`src/rtl/ps2_key_receiver.sv`:
```
// ps2_key_receiver
//   Receives 11-bit PS/2 device-to-host frames (start, 8 data LSB first,
//   parity, stop) and holds the received scan code for a consumer.
//
//   Parameters:
//     FILTER_LEN     - consecutive equal synchronized ps2_clk samples needed
//                      before the filtered clock level changes
//     TIMEOUT_CYCLES - max clk cycles between falling edges inside a frame
//   Ports:
//     clk        in   system clock, rising edge
//     clr        in   synchronous active-high reset
//     ps2_clk    in   asynchronous PS/2 clock line
//     ps2_data   in   asynchronous PS/2 data line
//     code_ack   in   consumer accepts the held code
//     code       out  last accepted scan code
//     code_valid out  code holds an unacknowledged byte
//     overrun    out  sticky: good frame arrived while a code was pending
//     frame_err  out  one-cycle pulse per discarded frame
//   Build option:
//     PS2_PARITY_CHECK_EN - when defined, frames must carry odd parity over
//                           data+parity bits; otherwise parity is ignored.
module ps2_key_receiver #(
    parameter int FILTER_LEN     = 4,
    parameter int TIMEOUT_CYCLES = 10000
) (
    input  logic       clk,
    input  logic       clr,
    input  logic       ps2_clk,
    input  logic       ps2_data,
    input  logic       code_ack,
    output logic [7:0] code,
    output logic       code_valid,
    output logic       overrun,
    output logic       frame_err
);

    localparam int FCW = $clog2(FILTER_LEN + 1);
    localparam int TCW = $clog2(TIMEOUT_CYCLES + 1);

    typedef enum logic [1:0] {IDLE, DATA, PARITY, STOP} state_t;

    // Two-flop synchronizers; bit 0 = ps2_clk, bit 1 = ps2_data.
    // Both idle high so reset values match the bus idle level.
    logic [1:0] line_in;
    logic [1:0] line_sync;
    assign line_in = {ps2_data, ps2_clk};

    genvar gi;
    generate
        for (gi = 0; gi < 2; gi++) begin : g_sync
            logic meta_reg;
            logic sync_reg;
            always_ff @(posedge clk) begin
                if (clr) begin
                    meta_reg <= 1'b1;
                    sync_reg <= 1'b1;
                end else begin
                    meta_reg <= line_in[gi];
                    sync_reg <= meta_reg;
                end
            end
            assign line_sync[gi] = sync_reg;
        end
    endgenerate

    logic clk_s;
    logic data_s;
    assign clk_s  = line_sync[0];
    assign data_s = line_sync[1];

    // Glitch filter: counts consecutive samples that disagree with the
    // filtered level; the level flips on the FILTER_LEN-th such sample.
    logic           filt_reg;
    logic [FCW-1:0] fcnt_reg;
    logic           filt_flip;
    logic           fall;

    assign filt_flip = (clk_s != filt_reg) && (fcnt_reg == FCW'(FILTER_LEN - 1));
    // Strobe is asserted in the cycle the level is about to go 1->0, so the
    // FSM samples data_s at the same edge that updates the filtered level.
    assign fall      = filt_flip && filt_reg;

    always_ff @(posedge clk) begin
        if (clr) begin
            filt_reg <= 1'b1;
            fcnt_reg <= '0;
        end else if (clk_s == filt_reg) begin
            fcnt_reg <= '0;
        end else if (filt_flip) begin
            filt_reg <= ~filt_reg;
            fcnt_reg <= '0;
        end else begin
            fcnt_reg <= fcnt_reg + 1'b1;
        end
    end

    // Frame FSM
    state_t         state_reg, state_next;
    logic [2:0]     bit_cnt_reg, bit_cnt_next;
    logic [7:0]     shift_reg, shift_next;
    logic [TCW-1:0] tout_reg, tout_next;
    logic           tout_hit;
    logic           frame_good;
    logic           deliver;
    logic           discard;

`ifdef PS2_PARITY_CHECK_EN
    logic parity_reg;
    always_ff @(posedge clk) begin
        if (clr) begin
            parity_reg <= 1'b0;
        end else if (state_reg == PARITY && fall) begin
            parity_reg <= data_s;
        end
    end
    assign frame_good = ^{shift_reg, parity_reg};
`else
    assign frame_good = 1'b1;
`endif

    assign tout_hit = (state_reg != IDLE) && !fall &&
                      (tout_reg == TCW'(TIMEOUT_CYCLES - 1));

    always_comb begin
        state_next   = state_reg;
        bit_cnt_next = bit_cnt_reg;
        shift_next   = shift_reg;
        tout_next    = (state_reg == IDLE || fall) ? '0 : tout_reg + 1'b1;
        deliver      = 1'b0;
        discard      = 1'b0;
        case (state_reg)
            IDLE: begin
                // A high "start" bit is line noise; ignore it silently.
                if (fall && !data_s) begin
                    state_next   = DATA;
                    bit_cnt_next = 3'd0;
                end
            end
            DATA: begin
                if (fall) begin
                    shift_next = {data_s, shift_reg[7:1]};
                    if (bit_cnt_reg == 3'd7) begin
                        state_next = PARITY;
                    end else begin
                        bit_cnt_next = bit_cnt_reg + 3'd1;
                    end
                end
            end
            PARITY: begin
                if (fall) begin
                    state_next = STOP;
                end
            end
            STOP: begin
                if (fall) begin
                    state_next = IDLE;
                    if (data_s && frame_good) begin
                        deliver = 1'b1;
                    end else begin
                        discard = 1'b1;
                    end
                end
            end
            default: state_next = IDLE;
        endcase
        if (tout_hit) begin
            state_next = IDLE;
            tout_next  = '0;
            discard    = 1'b1;
        end
    end

    always_ff @(posedge clk) begin
        if (clr) begin
            state_reg   <= IDLE;
            bit_cnt_reg <= 3'd0;
            shift_reg   <= 8'h00;
            tout_reg    <= '0;
        end else begin
            state_reg   <= state_next;
            bit_cnt_reg <= bit_cnt_next;
            shift_reg   <= shift_next;
            tout_reg    <= tout_next;
        end
    end

    // Output holding register with acknowledge / overrun handling
    logic [7:0] code_reg;
    logic       valid_reg;
    logic       overrun_reg;
    logic       frame_err_reg;

    always_ff @(posedge clk) begin
        if (clr) begin
            code_reg      <= 8'h00;
            valid_reg     <= 1'b0;
            overrun_reg   <= 1'b0;
            frame_err_reg <= 1'b0;
        end else begin
            frame_err_reg <= discard;
            if (deliver) begin
                if (valid_reg && !code_ack) begin
                    // Pending code is kept; newcomer is dropped and flagged.
                    overrun_reg <= 1'b1;
                end else begin
                    code_reg  <= shift_reg;
                    valid_reg <= 1'b1;
                end
            end else if (code_ack && valid_reg) begin
                valid_reg <= 1'b0;
            end
        end
    end

    assign code       = code_reg;
    assign code_valid = valid_reg;
    assign overrun    = overrun_reg;
    assign frame_err  = frame_err_reg;

endmodule

```
`config.mk`:
```
export PLATFORM = sky130hd
export DESIGN_NAME = ps2_key_receiver
export DESIGN_NICKNAME = d
export VERILOG_FILES = /design/src/rtl/ps2_key_receiver.sv
export SDC_FILE = /design/constraint.sdc
export NUM_CORES = 1
export LEC_CHECK = 0
export ABC_AREA = 1
export BUFFER_PORTS_ARGS = -buffer_cell sky130_fd_sc_hd__buf_4
export CORE_ASPECT_RATIO = 0.75
export CORE_UTILIZATION = 35
export DETAILED_ROUTE_END_ITERATION = 10
export PLACE_DENSITY = 0.55
export SLEW_MARGIN = 10
export SYNTH_ARGS = -nofsm -noshare
export SYNTH_HDL_FRONTEND = slang
export SYNTH_SLANG_ARGS = --single-unit
```
`constraint.sdc`:
```
create_clock -name clk -period 3.6 [get_ports clk]
set_clock_uncertainty 0.05 [all_clocks]
set_input_delay 0.54 -clock clk [delete_from_list [all_inputs] [get_ports clk]]
set_output_delay 0.54 -clock clk [all_outputs]
set_load 0.01 [all_outputs]
```
==> run summary, run 1 <==
run status = finished clean
Initial Util = 37.1%
Critical path origin = fcnt_reg[0]
Hold-fix buffers, CTS = 0
Setup TNS = 0 ps
leading area contributor after synthesis = dfxtp_1
Vert. Die Dim = 67.9 microns
critical path endpoint = code[0]
Worst EP arrival = 1990 ps
Post-CTS Resized = 0
clk_lat worst skew = 290 ps
R2R Path End = code[0]
#FFs+latches synth = 46
FP Rows = 23
area grow syn2layout = 12.0%
Max Cap Violations = 0
relative max-transition margin = 55.3%
RSZ-0062 raised after global routing = no
post-synthesis cell type count = 22
Die W = 89.9 microns
top-area cell type share of the netlist area = 45.4%
fillers = 592
final worst slack = 1750 ps
Syn Area/Cell = 7.66 sq um
final period utilization = 51.3%
detailed-route DRC error count = 0
Crit Path Max Fanout = 18
DP HPWL = 2.48 mm
drt initial violations = 70
clock slew at reported path FFs = 80 ps
cell area after synthesis = 0.00203 sq mm
Startpoint Class = register
Detail Route Antenna Nets = 0
top cells by area, synth = dfxtp_1 (45%), nor2_1 (8.3%), nand2_1 (8.1%)
n_diodes = 0
first-pass GRT wire length = 6.26 mm
CP Data Required Time = 3740 ps
Post-CTS Setup Bufs = 0
fin. max-slew vios = 0
DRT Pass-1 Iters = 4
global route overflow = 0
LEAKAGE = 0.898 nW
# setup viols final = 0
worst reg-to-reg path cell count = 7
Vias/cell = 4.45
crit path kind = register to register
root cell of the clock tree = clkbuf_8
Max H-tree Level = 2
clk sinks = 46
post-layout net count = 294
Syn Nets = 279
worst r2r src = fcnt_reg[0]
CP Capture Type = register
Placeable Area = 0.00547 sq mm
sequential area share after synthesis = 45.4%
Worst Tran Pin Value = 668 ps
VDD IR max = 0.000185 V
Num CTS Buffers = 5
largest net degree at the start of global routing = 23
# IOs = 16
initial antenna violation count = 0
RePlAce Congestion = 0.761
Worst R2R Setup Slack = 1750 ps
CTS tree = done
share of layout cells above drive strength 1 = 11.4%
pre-CTS WS = 1420 ps
Mapped Cells = 265
synthesis warning total = 0
PwrDens = 376 mW/mm^2
Longest Clk Path Bufs = 2
Worst Hold Class = register to register
drt total wl = 3.58 mm
Final Hold Viols = 0
WL/cell = 10.1 microns
Largest register FFs = 14
DR vias = 1,583
FMAX = 0.541 GHz
Period minus WS final = 1850 ps
vias in the first global route = 1,348
port buffer count = 15
GRT Total Usage = 13.1%
Die ar. = 0.00611 sq mm
## how the worst min path moves through the flow
stage	start	cells after the start	slack, ps	endpoint
2_1_floorplan	g_sync[0].meta_reg	1	340	clk_s
3_3_place_gp	g_sync[1].meta_reg	1	340	data_s
3_5_place_dp	g_sync[0].meta_reg	1	350	clk_s
4_1_cts	ps2_clk	2	370	g_sync[0].meta_reg
5_1_grt	ps2_clk	2	360	g_sync[0].meta_reg
6_report	g_sync[1].meta_reg	1	370	data_s
## cells in the mapped netlist, drive strengths merged
library cell	count
xor2	6
inv	30
a21oi	28
clkbuf	4
nand2	45
nor2	45
nand3	22
nand3b	1
dfxtp	46
nor3	2
a211oi	1
buf	3
xnor2	2
nand4	4
ha	9
or2	7
o21ai	10
## cell families after synthesis
family	after synthesis	synth area share (%)
AOI/OAI and AO/OA	39	9.74
adders and majority gates	9	5.55
xor gates and xnor gates	8	3.45
buffers and inverters	37	8.26
and+or+nand+nor	126	27.6
DFF	46	45.4
## through the flow
| stage | instance area (sq um) | hold WS [ps] | utilization (%) | instances | power [W] |
|---|---|---|---|---|---|
| floorplan | 2030 | 339 | - | 265 | 0.000536 |
| global placement | 2180 | 345 | 39.9 | 348 | 0.000541 |
| detailed placement | 2180 | 350 | 39.9 | 348 | 0.000541 |
| CTS | 2270 | 366 | 41.6 | 356 | 0.000865 |
| global route | 2270 | 361 | 41.6 | 356 | 0.000892 |
| finish | 2270 | 366 | 41.6 | 356 | 0.000854 |
## where the power goes
group	leakage, nW	switching [W]	internal (W)
clock	0.0482	0.000170	0.000155
combinational	0.479	0.0000102	0.00000740
sequential	0.371	0.000000920	0.000511
## metal layers
| metal | share of wire (%) | routed length [microns] | vias to the layer above | global-route usage (%) |
|---|---|---|---|---|
| li1 | - | - | 873 | - |
| met1 | 58 | 2060 | 680 | 18.6 |
| met2 | 36 | 1300 | 28 | 18.4 |
| met3 | 5.3 | 191 | 2 | 4.00 |
| met4 | 0.84 | 30 | 0 | 5.44 |
| met5 | 0 | 0 | - | 0 |
## layout by cell type (no fill, tap or decap), drive strengths merged
| cell | Yosys | final |
|---|---|---|
| or2 | 7 | 7 |
| nand3b | 1 | 1 |
| o21ai | 10 | 10 |
| nand3 | 22 | 22 |
| nand4 | 4 | 4 |
| xor2 | 6 | 6 |
| a211oi | 1 | 1 |
| a21oi | 28 | 28 |
| nand2 | 45 | 45 |
| xnor2 | 2 | 2 |
| dfxtp | 46 | 46 |
| buf | 3 | 15 |
| nor3 | 2 | 2 |
| clkinv | 0 | 1 |
| ha | 9 | 9 |
| nor2 | 45 | 45 |
| inv | 30 | 30 |
| clkbuf | 4 | 7 |
## critical path, cell delays in order, from the launching register on
cell     delay (ps)
dfxtp_1         340
ha_1            150
ha_1            250
nand3_4         120
nor3_4          530
nand3_1         160
nand2_1         100
nor2_1           50
## area by class of cell
cell class	count	area, sq um	share of cell area [%]
clock buffers	7	86.3	3.80
clock inverters	1	5.00	0.220
inverters	30	113	4.96
multi-input cells	182	941	41.4
flip-flops and latches	46	921	40.5
well taps	75	93.8	4.13
repair buffers	15	113	4.96
Power figures use the tool's default switching activity.
==> inputs of run 2 (changes only) <==
- clock period: 3.6 -> 1.9 ns (I/O delays scaled with it)
==> run 2 against run 1 <==
Compared with the run above:
- worst hold slack worse by 240 ps
- sequential power rose by 89%
- die area unchanged
- routed wire length shrank 3.6%
- core utilization is 0.80 points higher
- non-clock buffer count is 3 higher
- sequential cell count unchanged
- via count shrank 1.5%
- count of clock-buffer cells in the layout shrank 1
- cell area rose by 1.9%
- largest power group unchanged
- highest routed layer unchanged
==> run summary, run 2 (synthesis gave the netlist of run 1 again) <==
delay-heaviest family, CP = adder cells
Post-CTS Resized = 0
Finished Layout Cells = 358
Combinational Power Share = 2.0%
most frequent CP cell = ha_1
commonest non-fill, non-tap cells in the layout = dfxtp_1 (46), nor2_1 (45), nand2_1 (44)
critical path's slowest cell = dfxtp_1
post-layout net count = 297
run status = finished clean
Crit Path Max Fanout = 16
NetSw = 0.000340 W
crit path kind = register to register
GRT Total Usage = 12.4%
Die ar. = 0.00611 sq mm
detailed-route DRC error count = 0
FMAX = 0.619 GHz
CP Capture Type = register
Die W = 89.9 microns
DRT Pass-1 Iters = 4
Vias/cell = 4.35
Placed Cells = 351
VDD IR max = 0.000262 V
drt total wl = 3.45 mm
RePlAce Congestion = 0.739
Period minus WS final = 1620 ps
clk sinks = 46
LEAKAGE = 0.922 nW
drt initial violations = 60
fillers = 570
fin. max-slew vios = 0
CP Data Required Time = 2030 ps
DR vias = 1,559
Worst Hold Class = primary input to register
clock slew at reported path FFs = 80 ps
Multi-input gate area = 941 sq um
Worst Tran Pin Value = 471 ps
n_diodes = 0
Max Cap Violations = 0
PwrDens = 753 mW/mm^2
Critical path origin = fcnt_reg[0]
commonest non-fill, non-tap cell in the layout = dfxtp_1
DP Area = 0.00220 sq mm
vias in the first global route = 1,300
Post-CTS Setup Bufs = 0
# setup viols final = 0
initial antenna violation count = 0
crit-path max cell delay = 330 ps
Max H-tree Level = 2
largest net degree at the start of global routing = 22
global route overflow = 0
Int Pwr = 0.00140 W
worst r2r src = fcnt_reg[0]
Final Hold Viols = 0
DP HPWL = 2.47 mm
port buffer count = 15
FP Rows = 23
Worst Path Buf+Inv = 1
Longest Clk Path Bufs = 2
CP cell instances = ha_1 > ha_1 > nand3_4 > inv_1 > nand2_2 > o21ai_0 > a21oi_1
Largest register FFs = 14
final period utilization = 85.0%
Sw Share = 19.5%
RSZ-0062 raised after global routing = no
post-route cell area = 0.00232 sq mm
area grow syn2layout = 14.1%
CTS tree = done
Vert. Die Dim = 67.9 microns
Pwr Total = 0.00174 W
share of layout cells above drive strength 1 = 12.4%
Setup TNS = 0 ps
Clk pwr share = 42.4%
clk_lat worst skew = 300 ps
sequential share of power = 55.6%
WL/cell = 9.65 microns
Hold-fix buffers, CTS = 0
Num CTS Buffers = 5
Initial Util = 37.1%
root cell of the clock tree = clkbuf_8
final core utilization = 42.4%
Detail Route Antenna Nets = 0
HP Start = ps2_clk
# IOs = 16
FF+latch area = 921 sq um
first-pass GRT wire length = 5.88 mm
Placeable Area = 0.00547 sq mm
Worst EP arrival = 1750 ps
Startpoint Class = register
relative max-transition margin = 68.6%
## run 2: power groups by stage
stage / combinational, W / sequential, W / clock, W
2_1_floorplan: 0.0000237 / 0.000992 / 0
3_3_place_gp: 0.0000355 / 0.000992 / 0
3_5_place_dp: 0.0000356 / 0.000992 / 0
4_1_cts: 0.0000357 / 0.000970 / 0.000768
5_1_grt: 0.0000394 / 0.000971 / 0.000803
6_report: 0.0000350 / 0.000970 / 0.000739
## run 2: metal layers
layer	vias to the layer above	routed length (microns)	track usage (%)
met2	19	1280	17.0
met5	-	0	0
li1	879	-	-
met1	657	2010	17.2
met3	4	105	3.67
met4	0	60	7.26
## run 2: layout make-up
class	instances	share of cell area [%]
Tap cell	75	4.05
Timing Repair Buffer	18	5.83
Sequential cell	46	39.8
Multi-Input combinational cell	182	40.6
Clock inverter	1	1.30
Inverter	30	4.86
Clock buffer	6	3.57
## run 2: worst paths after layout
kind	endpoint	slack, ps	cells past startpoint
max reg2reg	shift_reg[6]	280	7
max	shift_reg[6]	280	7
min	g_sync[0].meta_reg	130	2
min reg2reg	clk_s	360	1
## run 2: worst register-to-register path, cell delays in order (launching register included)
cell,delay [ps]
dfxtp_1,330
ha_1,150
ha_1,250
nand3_4,120
inv_1,140
nand2_2,190
o21ai_0,220
a21oi_1,60
## run 2: stage by stage
stage / hold slack, ps / setup WS [ps]
floorplan: 339 / 418
global placement: 345 / 338
detailed placement: 342 / 302
CTS: 114 / 285
global route: 111 / 103
finish: 128 / 285
==> inputs of run 3 (changes only) <==
==> constraint.sdc (replaced) <==
create_clock -name clk -period 1.9 [get_ports clk]
set_clock_uncertainty 0.05 [all_clocks]
set_input_delay 0.095 -clock clk [delete_from_list [all_inputs] [get_ports clk]]
set_output_delay 0.095 -clock clk [all_outputs]
set_load 0.01 [all_outputs]
==> run 3 against run 2 <==
Compared with the run above:
- sequential power about the same
- critical path depth unchanged
- routed wire length up 0.98%
- cell area up 1.3%
- sequential share of layout area down 0.51 points
- non-clock buffer count up 3
- worst hold slack worse by 71 ps
- critical path type unchanged
==> run summary, run 3 (synthesis gave the netlist of run 1 again) <==
run status = finished clean
pre-CTS WS = 302 ps
CTS tree = done
Post-CTS Resized = 0
clk_lat worst skew = 300 ps
n_diodes = 0
DP HPWL = 2.47 mm
relative max-transition margin = 68.6%
final period utilization = 85.1%
detailed-route DRC error count = 0
Finished Layout Cells = 361
Worst EP arrival = 1750 ps
Die ar. = 0.00611 sq mm
RSZ-0062 raised after global routing = no
largest net degree at the start of global routing = 22
DRT Pass-1 Iters = 4
commonest non-fill, non-tap cell in the layout = dfxtp_1
drt total wl = 3.49 mm
commonest non-fill, non-tap cells in the layout = dfxtp_1 (46), nor2_1 (45), nand2_1 (44)
VDD IR max = 0.000262 V
RePlAce Congestion = 0.739
DR vias = 1,568
WL/cell = 9.66 microns
Final Hold Viols = 0
CP Capture Type = register
FF+latch area = 921 sq um
vias in the first global route = 1,321
clk sinks = 46
Detail Route Antenna Nets = 0
FP Rows = 23
fin. max-slew vios = 0
Vert. Die Dim = 67.9 microns
first-pass GRT wire length = 5.95 mm
crit path kind = register to register
Die W = 89.9 microns
global route overflow = 0
share of layout cells above drive strength 1 = 12.2%
Initial Util = 37.1%
PwrDens = 745 mW/mm^2
GRT Total Usage = 12.5%
Worst Tran Pin Value = 471 ps
Placed Cells = 351
# setup viols final = 0
Vias/cell = 4.34
CP Data Required Time = 2030 ps
Period minus WS final = 1620 ps
final worst slack = 283 ps
Crit Path Max Fanout = 16
initial antenna violation count = 0
FMAX = 0.618 GHz
LEAKAGE = 0.934 nW
Setup TNS = 0 ps
root cell of the clock tree = clkbuf_8
Pwr Total = 0.00175 W
Placeable Area = 0.00547 sq mm
Num CTS Buffers = 5
Multi-input gate area = 941 sq um
Startpoint Class = register
# IOs = 16
clock slew at reported path FFs = 80 ps
Post-CTS Setup Bufs = 0
area grow syn2layout = 15.6%
Worst Hold Class = primary input to register
Hold-fix buffers, CTS = 3
drt initial violations = 57
Longest Clk Path Bufs = 2
port buffer count = 15
post-layout net count = 300
Largest register FFs = 14
fillers = 568
Max H-tree Level = 2
Max Cap Violations = 0
## run 3: cell types whose count changed in the layout (fill, tap and decap cells not counted)
cell           previous run  this run
dlygate4sd3_1             0         3
## run 3: final cells by class
| type | instances | area share, % |
|---|---|---|
| multi-input cells | 182 | 40.1 |
| flip-flops and latches | 46 | 39.3 |
| repair buffers | 21 | 7.04 |
| inverters | 30 | 4.80 |
| well taps | 75 | 4.00 |
| clock buffers | 6 | 3.52 |
| clock inverters | 1 | 1.28 |
## run 3: through the flow
step           hold slack (ps)  utilization (%)  instance area [sq um]
5_1_grt                   88.1             42.9                   2350
3_3_place_gp               232             40.3                   2200
2_1_floorplan              149                -                   2030
3_5_place_dp               235             40.3                   2200
4_1_cts                   46.2             42.9                   2350
6_report                  57.8             42.9                   2350
## run 3: worst max-delay path, stage by stage (launching register included)
cell	delay, ps
dfxtp_1	330
ha_1	150
ha_1	250
nand3_4	120
inv_1	140
nand2_2	190
o21ai_0	220
a21oi_1	60
## run 3: path summary, 6_finish.rpt
path / startpoint / to / slack, ps / cells past startpoint
setup / recovery: fcnt_reg[0] / shift_reg[6] / 280 / 7
hold / removal: code_ack / code_valid / 60 / 4
hold reg to reg: g_sync[0].meta_reg / clk_s / 360 / 1
setup reg to reg: fcnt_reg[0] / shift_reg[6] / 280 / 7
## run 3: where the power goes
group | leakage [nW] | switching (W) | internal (W)
combinational | 0.505 | 0.0000207 | 0.0000193
clock | 0.0573 | 0.000318 | 0.000421
sequential | 0.371 | 0.00000183 | 0.000968
total | 0.934 | 0.000341 | 0.00141
## run 3: routing by layer
layer  vias up  wire length (microns)  GRT usage [%]
met1       659                   2020           17.2
met3         4                    108           3.67
met2        21                   1300           17.6
met4         0                     60           7.26
li1        884                      -              -
met5         -                      0              0
